## src/rtl/fwd_pkg.sv

```systemverilog
// fwd_pkg: width helpers and bypass-select encoding shared by the forwarding scoreboard.
package fwd_pkg;
  localparam int SEL_RF = 0;
  localparam int SEL_LANE_BASE = 1;
  function automatic int lat_width(input int maxlat);
    return $clog2(maxlat + 1);
  endfunction
  function automatic int sel_width(input int lanes);
    return $clog2(lanes + 1);
  endfunction
endpackage

```

## src/rtl/sb_entry.sv

```systemverilog
// sb_entry: per-register countdown to bypass availability plus the producing lane.
module sb_entry #(
  parameter int LATW = 2,
  parameter int SELW = 2
) (
  input  logic            clk,
  input  logic            reset,
  input  logic            flush,
  input  logic            set,
  input  logic [LATW-1:0] set_lat,
  input  logic [SELW-1:0] set_lane,
  output logic [LATW-1:0] count,
  output logic [SELW-1:0] lane
);
  always_ff @(posedge clk)
    if (reset) begin
      count <= '0;
      lane  <= '0;
    end else if (flush) begin
      count <= '0;
    end else if (set) begin
      count <= set_lat;
      lane  <= set_lane;
    end else if (count != '0) begin
      count <= count - LATW'(1);
    end
endmodule

```

## src/rtl/fwd_scoreboard.sv

```systemverilog
// fwd_scoreboard: multi-lane issue scoreboard choosing register-file or bypass sources and stalling on hazards.
module fwd_scoreboard
  import fwd_pkg::*;
#(
  parameter int LANES  = 2,
  parameter int NREG   = 32,
  parameter int MAXLAT = 3,
  parameter int REGW   = $clog2(NREG),
  parameter int LATW   = lat_width(MAXLAT),
  parameter int SELW   = sel_width(LANES)
) (
  input  logic                  clk,
  input  logic                  reset,
  input  logic                  flush,
  input  logic [LANES-1:0]      issue_valid,
  input  logic [LANES-1:0]      regwrite,
  input  logic [LANES*REGW-1:0] rd,
  input  logic [LANES*LATW-1:0] lat,
  input  logic [LANES*REGW-1:0] rs,
  input  logic [LANES*REGW-1:0] rt,
  output logic [LANES*SELW-1:0] fwda,
  output logic [LANES*SELW-1:0] fwdb,
  output logic                  stall,
  output logic [NREG-1:0]       busy
);
  logic [LATW-1:0]    count_a [NREG];
  logic [SELW-1:0]    lane_a  [NREG];
  logic [LATW-1:0]    eff_lat [LANES];
  logic [2*LANES-1:0] stall_vec;
  logic               fire;
  assign count_a[0] = '0;
  assign lane_a[0]  = '0;
  assign busy[0]    = 1'b0;
  assign stall = |stall_vec;
  assign fire  = |issue_valid && !stall && !flush;
  for (genvar k = 0; k < LANES; k++) begin : g_lane
    logic [LATW-1:0] l;
    logic [SELW-1:0] sel [2];
    assign l = lat[k*LATW +: LATW];
    // zero latency still needs one cycle before the bypass bus is valid
    assign eff_lat[k] = 32'(l) > MAXLAT ? LATW'(MAXLAT) : (l == '0 ? LATW'(1) : l);
    assign fwda[k*SELW +: SELW] = sel[0];
    assign fwdb[k*SELW +: SELW] = sel[1];
    for (genvar o = 0; o < 2; o++) begin : g_op
      logic [REGW-1:0] s;
      logic [LATW-1:0] c;
      logic            raw;
      assign s = (o == 0) ? rs[k*REGW +: REGW] : rt[k*REGW +: REGW];
      assign c = count_a[s];
      assign sel[o] = (s != '0 && c == LATW'(1)) ? lane_a[s] + SELW'(SEL_LANE_BASE) : SELW'(SEL_RF);
      always_comb begin
        raw = 1'b0;
        for (int j = 0; j < k; j++)
          raw |= issue_valid[j] && regwrite[j] && rd[j*REGW +: REGW] != '0 && rd[j*REGW +: REGW] == s;
      end
      assign stall_vec[2*k+o] = issue_valid[k] && (raw || (s != '0 && c > LATW'(1)));
    end
  end
  for (genvar r = 1; r < NREG; r++) begin : g_reg
    logic            hit;
    logic [LATW-1:0] nlat;
    logic [SELW-1:0] nlane;
    // later lanes overwrite earlier ones so the youngest writer wins
    always_comb begin
      hit   = 1'b0;
      nlat  = '0;
      nlane = '0;
      for (int k = 0; k < LANES; k++)
        if (issue_valid[k] && regwrite[k] && rd[k*REGW +: REGW] == REGW'(r)) begin
          hit   = 1'b1;
          nlat  = eff_lat[k];
          nlane = SELW'(k);
        end
    end
    sb_entry #(.LATW(LATW), .SELW(SELW)) u_entry (
      .clk(clk), .reset(reset), .flush(flush), .set(fire && hit),
      .set_lat(nlat), .set_lane(nlane), .count(count_a[r]), .lane(lane_a[r])
    );
    assign busy[r] = count_a[r] != '0;
  end
endmodule

```

## config.mk

```make
export PLATFORM = sky130hd
export DESIGN_NAME = fwd_scoreboard
export DESIGN_NICKNAME = d
export VERILOG_FILES = /design/src/rtl/fwd_pkg.sv /design/src/rtl/sb_entry.sv /design/src/rtl/fwd_scoreboard.sv
export SDC_FILE = /design/constraint.sdc
export NUM_CORES = 1
export LEC_CHECK = 0
export BUFFER_PORTS_ARGS = -buffer_cell sky130_fd_sc_hd__buf_2
export CAP_MARGIN = 25
export CORE_UTILIZATION = 45
export DETAILED_ROUTE_END_ITERATION = 10
export PLACE_DENSITY_LB_ADDON = 0.05
export SLEW_MARGIN = 10
export SYNTH_ARGS = -nofsm -noshare
export SYNTH_HDL_FRONTEND = slang
export SYNTH_SLANG_ARGS = --single-unit
```

## constraint.sdc

```tcl
create_clock -name clk -period 4.29 [get_ports clk]
set_input_delay 0.858 -clock clk [delete_from_list [all_inputs] [get_ports clk]]
set_output_delay 0.858 -clock clk [all_outputs]
set_load 0.03 [all_outputs]
```

## Word level (Yosys, flattened, before mapping)

Index checks and enable logic that the tools add are counted.

- Bits in registers: 124
- Bits in latches: 0
- Bits in writable memories: 0
- ROM bits: 0
- Input bits: 41
- Word-level logic and storage cells: 644
- Memories: 0

- Add/sub/neg operators: 35
- $mul: 0
- Div/mod/pow operators: 0
- Order comparisons: 8
- Eq/ne operators: 68
- Shift-type cells: 0
- Multiplexer cells: 247
- Bitwise operators: 5
- Reduce and logical (&&, ||, !) cells: 219

Operators by type and width:

| cell | count |
|---|---|
| $mux 2 | 146 |
| $eq 5x5->1 const B | 32 |
| $reduce_bool 2->1 | 62 |
| $logic_and 1x1->1 | 112 |
| $mux 1 | 93 |
| $bmux 2 s5 | 8 |
| $eq 5x4->1 const B | 16 |
| $reduce_and 2->1 | 31 |
| $sub 2x1->2 const B | 31 |
| $eq 5x3->1 const B | 8 |
| $reduce_bool 5->1 | 5 |
| $ge 6x6->1 const B | 4 |
| $not 5->6 | 4 |
| $eq 5x2->1 const B | 4 |
| $eq 5x1->1 const B | 2 |
| $eq 5x5->1 | 2 |
| $add 2x1->2 const B | 4 |
| $eq 2x1->1 const B | 4 |
| $gt 2x1->1 const B | 4 |
| $logic_not 2->1 | 2 |
| $reduce_or 2->1 | 2 |
| $reduce_or 4->1 | 1 |
| $logic_not 1->1 | 2 |
| $logic_or 1x1->1 | 2 |
| $not 1->1 | 1 |

## Depth between registers and ports, before layout

Gate-level depths: netlist of run 1.

- Depth in word-level cells: 14
- Depth in mapped cells: 11
- Gate-level depth less buffers: 7

## Modules after synthesis

Synthesis of run 1 repeated with hierarchy kept, for this count alone.

- Cell total of the unflattened synthesis: 1353
- Area total of the unflattened synthesis: 12238.0 µm²

Modules (own cells, without submodules):

| module | times used | cells an instance | area each (µm²) |
|---|---|---|---|
| fwd_scoreboard | 1 | 733 | 6497.5 |
| sb_entry | 31 | 20 | 185.2 |

## Worst setup path before layout of run 1

OpenSTA, ideal clock, no wires.

- Path kind: in2out
- Start point: in rs[0]
- End point: out fwda[0]
- Data arrival time: 3.534 ns
- Required time: 3.432 ns
- Slack: -0.102 ns
- Stages on the path: 7
- Buffers on the path: 3
- Path through: buf_2 buf_1 clkbuf_1 mux4_2 mux4_2 mux2i_1 nor2b_1

- Word-level cells in the longest chain between the ends: 7

RTL lines:

| element | RTL line | text |
|---|---|---|
| start: declaration | fwd_scoreboard.sv:19 | `input logic [LANES*REGW-1:0] rs,` |
| parallel branches: the longest is 6 deep, another holds $add 2x1->2 | n/a |  |
| $mux 2 (*) | fwd_scoreboard.sv:50 | `assign sel[o] = (s != '0 && c == LATW'(1)) ? lane_a[s] + SELW'(SEL_LANE_BASE) : SELW'(SEL_RF);` |
| end: declaration | fwd_scoreboard.sv:21 | `output logic [LANES*SELW-1:0] fwda,` |

Mark *: on every way between the ends. The select of a mux whose other input is x is not followed.

## Final worst setup path of run 1

- Start point: in rs[0]
- End point: out stall

- Word-level cells in the longest chain between the ends: 8

RTL lines:

| element | RTL line | text |
|---|---|---|
| $not 5->6 (implied by the code) | fwd_scoreboard.sv:49 | `assign c = count_a[s];` |
| $bmux 2 s5 | fwd_scoreboard.sv:49 |  |
| $mux 2 (implied by the code) (2 in series) | fwd_scoreboard.sv:49 |  |
| $gt 2x1->1 | fwd_scoreboard.sv:56 | `assign stall_vec[2*k+o] = issue_valid[k] && (raw \|\| (s != '0 && c > LATW'(1)));` |
| $logic_and 1x1->1 (*) (2 in series) | fwd_scoreboard.sv:56 |  |
| $reduce_or 4->1 (*) | fwd_scoreboard.sv:34 | `assign stall = \|stall_vec;` |
| end: declaration | fwd_scoreboard.sv:23 | `output logic stall,` |

Mark *: on every way between the ends. The rest lies on a longest branch, timed or not. The select of a mux whose other input is x is not followed.

==> results_dict.tcl, run 1 <==
set metrics [dict create \
    synth.distinct_cells 68 \
    rsz0062_at_grt "false" \
    fin_ws_ns 0.199 \
    cts_tree "built" \
    num_rows 53 \
    dp_slack_ns 0.218 \
    synthCells 1147 \
    antenna_found_initial 2 \
    clkPwrFrac_pct 38.6 \
    ctsHoldBuffers 0 \
    drv_slew 0 \
    post-cts-setup-buffer-count 0 \
    die_w_um 149 \
    p_sw_share_pct 32.2 \
    antenna_left 0 \
    cts.htree.levels 3 \
    hold-worst-slack_ns 0.559 \
    max-slew-margin-rel_pct 43.3 \
    yosysWarnings 0 \
    synthMuxAreaShare_pct 29.9 \
    drive_above_1_share_pct 23.1 \
    comb_power_share_pct 21.2 \
    layout_common_cells "nand2_1, inv_1, dfxtp_1" \
    dieHeight_um 149 \
    dr.pass1.iters 8 \
    internal_power_mw 1.47 \
    p_leak_nw 4.11 \
    cp.depth 8 \
    fmax_mhz 244 \
    root_buffer "clkbuf_16" \
    grt_pass1_wl_um 58200 \
    worstMarginPinSlew_ns 0.849 \
    crit_family "multiplexers" \
    finalSetupViolations 0 \
    wl_per_cell_um 26.7 \
    place_area_um2 10500 \
    initial_core_util_pct 46.1 \
    syn_nets 1219 \
    ir_worst_vdd_mv 0.216 \
    crit_slowest_cell "mux4_2" \
    viasPerCell 6.72 \
    grtUsageTotal_pct 36.0 \
    core-area_um2 21200 \
    synth_edf_count 0 \
    cp_slowest_stage_delay_ns 0.57 \
    r2r-start "g_reg[30].u_entry.count[1]" \
    synth_top_family_by_area "multiplexers" \
    routed_wl_um 39400 \
    routabilityCongestion 0.969 \
    crit_chain "buf_2 -> mux4_2 -> mux2_2 -> nor3b_1 -> o32a_2 -> o21ai_0 -> buf_4 -> buf_2" \
    power.density_nw_per_um2 201 \
    grt_pass1_vias 9085 \
    synth_xor_area_share_pct 3.68 \
    worst_setup_path_start_kind "primary input" \
    fin_crit_ns 4.09 \
    synthAdderAreaFrac_pct 3.97 \
    fin_area_um2 10800 \
    fin_nets 1268 \
    io_pins 82 \
    dieArea_um2 22300 \
    grt_start_max_net_pins 42 \
    cp_data_required_time_ns 3.43 \
    power.total_mw 2.17 \
    numCtsBuffers 9 \
    critPathMostFrequentCell "buf_2" \
    critPathLaunch "rs[0]" \
    area_growth_syn_to_layout_pct 10.6 \
    criticalPathCategory "primary input to primary output" \
    layout_commonest_cell "nand2_1" \
    cts_num_sinks 93 \
    endpoint "stall" \
    worst_r2r_endpoint "g_reg[3].u_entry.lane[0]" \
    dp_hpwl_um 30700 \
    end_kind "primary output" \
    seq_power_share_pct 40.3 \
    path_clk_slew_ns 0.07 \
    cts_buffer_depth 2 \
    clock_latency_ns 0.36 \
    finClkSkew_ns 0.0127 \
    drc_errors 0 \
    r2r_cells 8 \
    r2r_slack_ns 1.02 \
    whs_path_depth 2 \
    ys.flop_type "dfxtp_1" \
    async_reset_ff_share_pct 0 \
    grt.overflow.total 0 \
    vias 9927 \
    fin_crit_sh_pct 95.4 \
    port_buffers 80 \
    hp-class "flop to flop" \
    critPathBufInv 3 \
    cp.arrival_ns 3.23 \
    syn_area_um2 9760 \
    drtIter0Drc 1280 \
    synth-simple-area-share_pct 18.7 \
    hold_viol 0 \
    syn_area_per_cell_um2 8.51 \
    critPathMaxFanout 22 \
    postCtsResizedCells 0 \
    status "completed" \
    synth-seq-cells 93 \
    ys_seq_area_share_pct 19.1 \
    cap_viol_max_count 0 \
    p_switching_mw 0.699 \
    synth_compound_area_share_pct 16.6 \
    tns_ns 0 \
]
-- layout make-up --
type | instances | area, um2
fillers | 2097 | 10400
multi-input cells | 862 | 7130
flip-flops and latches | 93 | 1860
repair buffers | 127 | 766
inverters | 103 | 387
well taps | 275 | 344
clock buffers | 10 | 229
clock inverters | 6 | 70.1
diodes | 2 | 5.00
-- synth_stat cells, drive strengths merged (19+ instances only) --
library cell	instances	area (um2)
mux2i	56	561
nor2	63	239
ha	31	388
nor2b	20	125
o22ai	22	138
mux2	29	327
o21ai	49	249
nor3	19	110
a221oi	20	181
mux4	90	2030
clkbuf	47	176
dfxtp	93	1860
inv	102	383
buf	42	220
nand3	63	315
xnor2	31	272
nand2	158	596
o31ai	27	203
a21oi	24	120
-- worst min-delay path by stage --
stage                                    from                         to
floorplan           g_reg[22].u_entry.lane[0]  g_reg[22].u_entry.lane[0]
global placement    g_reg[22].u_entry.lane[0]  g_reg[22].u_entry.lane[0]
detailed placement  g_reg[22].u_entry.lane[0]  g_reg[22].u_entry.lane[0]
CTS                 g_reg[22].u_entry.lane[0]  g_reg[22].u_entry.lane[0]
global route        g_reg[22].u_entry.lane[0]  g_reg[22].u_entry.lane[0]
finish              g_reg[22].u_entry.lane[0]  g_reg[22].u_entry.lane[0]
-- state kept, by name, summed over array words and instances (netlist names) --
name             count
g.u_entry.lane      31
g.u_entry.count     62
-- stage by stage --
stage	util (%)	instances
after detailed placement	49.6	1460
final	51.0	1478
after global routing	51.0	1476
after global placement	49.6	1460
after floorplan	-	1147
after CTS	51.0	1476
-- logic make-up (layout without fill, tap and decap cells) --
family,count (synthesis),in the layout
simple gates,390,390
compound gates,224,224
buf+inv,192,246
xor+xnor,41,41
mux,175,175
flops,93,93
other cells,1,3
fa+ha+maj,31,31
-- worst register-to-register path: cells and delay by family (launching register included) --
| kind | cells | cell delay, ns |
|---|---|---|
| AOI/OAI and AO/OA | 3 | 0.93 |
| buffers and inverters | 2 | 0.75 |
| DFF | 1 | 0.41 |
| muxes | 2 | 0.78 |
| and+or+nand+nor | 1 | 0.31 |
-- power by group through the flow --
stage	sequential, mW	clock [mW]	combinational, mW
3_5_place_dp	0.892	0	0.446
2_1_floorplan	0.888	0	0.290
5_1_grt	0.872	0.873	0.478
3_3_place_gp	0.892	0	0.446
4_1_cts	0.872	0.841	0.447
6_report	0.873	0.836	0.459
-- per-layer routing --
| layer | global-route usage [%] | vias to the layer above | routed length (um) |
|---|---|---|---|
| met1 | 49.7 | 4828 | 16000 |
| met3 | 8.62 | 88 | 4630 |
| li1 | - | 4382 | - |
| met4 | 11.8 | 2 | 1250 |
| met2 | 55.0 | 627 | 17500 |
| met5 | 0 | - | 11 |
No activity file was read; power rests on OpenSTA's default activity.
==> run 2: changes to the inputs <==
--- a/config.mk
+++ b/config.mk
@@ -10,6 +10,7 @@
 export CORE_UTILIZATION = 45
 export DETAILED_ROUTE_END_ITERATION = 10
 export PLACE_DENSITY_LB_ADDON = 0.05
+export RECOVER_POWER = 25
 export SLEW_MARGIN = 10
 export SYNTH_ARGS = -nofsm -noshare
 export SYNTH_HDL_FRONTEND = slang
==> results_dict.tcl, run 2 (synthesis results as in run 1) <==
set metrics [dict create \
    cts_buffer_depth 2 \
    p_leak_nw 3.97 \
    dieArea_um2 22300 \
    dr.pass1.iters 7 \
    fin_crit_ns 4.10 \
    place_area_um2 10500 \
    dp_hpwl_um 30700 \
    fin_area_um2 10800 \
    routed_wl_um 39600 \
    num_rows 53 \
    hold_viol 0 \
    largest_registers "g.u_entry.count (62), g.u_entry.lane (31)" \
    max_flop_register "g.u_entry.count" \
    hp-class "flop to flop" \
    grt_pass1_wl_um 58200 \
    grtUsageTotal_pct 36.0 \
    cap_viol_max_count 0 \
    drive_above_1_share_pct 20.6 \
    grt_util_met3_pct 8.62 \
    viasPerCell 6.74 \
    layout_common_cells "nand2_1, inv_1, dfxtp_1" \
    whs_path_depth 2 \
    routabilityCongestion 0.969 \
    path_clk_slew_ns 0.07 \
    r2r-start "g_reg[29].u_entry.count[1]" \
    fin_nets 1268 \
    finalSetupViolations 0 \
    hp-start "g_reg[18].u_entry.lane[0]" \
    drc_errors 0 \
    layout_commonest_cell "nand2_1" \
    nFillCells 2102 \
    grt_use_met2_pct 55.0 \
    antenna_found_initial 1 \
    drv_slew 0 \
    ir_worst_vdd_mv 0.215 \
    fin_crit_sh_pct 95.6 \
    cts.htree.levels 3 \
    wl_per_cell_um 26.8 \
    r2r_cells 8 \
    postCtsResizedCells 0 \
    initial_core_util_pct 46.1 \
    fmax_mhz 244 \
    numCtsBuffers 9 \
    grt.overflow.total 0 \
    dieHeight_um 149 \
    cp_data_required_time_ns 3.43 \
    r2r_slack_ns 0.93 \
    drtIter0Drc 1347 \
    met1_usage_pct 49.7 \
    clock_latency_ns 0.36 \
    cp.arrival_ns 3.24 \
    whs_endpoint "g_reg[18].u_entry.lane[0]" \
    largest_reg_flops 62 \
    worst_r2r_endpoint "g_reg[2].u_entry.lane[0]" \
    post-cts-setup-buffer-count 0 \
    grt_start_max_net_pins 42 \
    area_growth_syn_to_layout_pct 10.2 \
    criticalPathCategory "primary input to primary output" \
    vias 9962 \
    rsz0062_at_grt "false" \
    end_kind "primary output" \
    grt_pass1_vias 9085 \
    root_buffer "clkbuf_16" \
    worstMarginPinSlew_ns 0.864 \
    grt_busiest_layer "met2" \
    cts_tree "built" \
    ctsHoldBuffers 0 \
    port_buffers 80 \
    io_pins 82 \
    finClkSkew_ns 0.0132 \
    status "completed" \
    antenna_left 0 \
    cts_num_sinks 93 \
    core-area_um2 21200 \
    max-slew-margin-rel_pct 42.0 \
    critPathMaxFanout 22 \
    die_w_um 149 \
    worst_setup_path_start_kind "primary input" \
    tns_ns 0 \
    power.density_nw_per_um2 201 \
]
run 2: cell count changes in the layout (fill, tap and decap cells not counted), sizes merged:
| cell | change |
|---|---|
| buf | -31 |
| clkbuf | +31 |
run 2: how the worst max path moves through the flow:
stage,from,to,slack (ns),cells past startpoint
5_1_grt,rs[0],stall,0.1,8
2_1_floorplan,rt[0],fwdb[0],0.01,7
4_1_cts,rs[0],stall,0.20,8
3_3_place_gp,rs[0],stall,0.23,8
3_5_place_dp,rs[0],stall,0.22,8
6_report,rs[0],stall,0.19,8
run 2: report_power, final:
part / internal (mW) / switching (mW)
combinational: 0.144 / 0.315
sequential: 0.866 / 0.00712
clock: 0.458 / 0.377
total: 1.47 / 0.699
run 2: metal layers:
metal	up-vias	wire, um	part of all wire [%]
met3	95	4780	12
met2	638	17600	44
met1	4833	16000	40
met4	0	1220	3.1
met5	-	0	0
li1	4396	-	-
run 2: worst max-delay path: stages:
cell and delay, ns:
buf_2 0.47, mux4_2 0.57, mux2_2 0.27, nor3b_1 0.25, o32a_2 0.35, o21ai_0 0.12, buf_4 0.17, buf_2 0.17
run 2: final cells by class:
type | instances | area, um2 | share of cell area, %
Sequential cell | 93 | 1860 | 17.3
Clock buffer | 10 | 229 | 2.13
Multi-Input combinational cell | 862 | 7130 | 66.3
Timing Repair Buffer | 127 | 727 | 6.76
Inverter | 103 | 387 | 3.59
Tap cell | 275 | 344 | 3.20
Antenna cell | 2 | 5.00 | 0.0465
Clock inverter | 6 | 70.1 | 0.651
run 2: metrics by stage:
| step | utilization (%) | hold WS, ns | power, mW | instances | setup WS [ns] |
|---|---|---|---|---|---|
| finish | 50.9 | 0.567 | 2.17 | 1478 | 0.189 |
| global route | 50.8 | 0.575 | 2.22 | 1476 | 0.0970 |
| CTS | 51.0 | 0.556 | 2.16 | 1476 | 0.203 |
| detailed placement | 49.6 | 0.547 | 1.34 | 1460 | 0.218 |
| global placement | 49.6 | 0.533 | 1.34 | 1460 | 0.232 |
| floorplan | - | 0.465 | 1.18 | 1147 | 0.0123 |
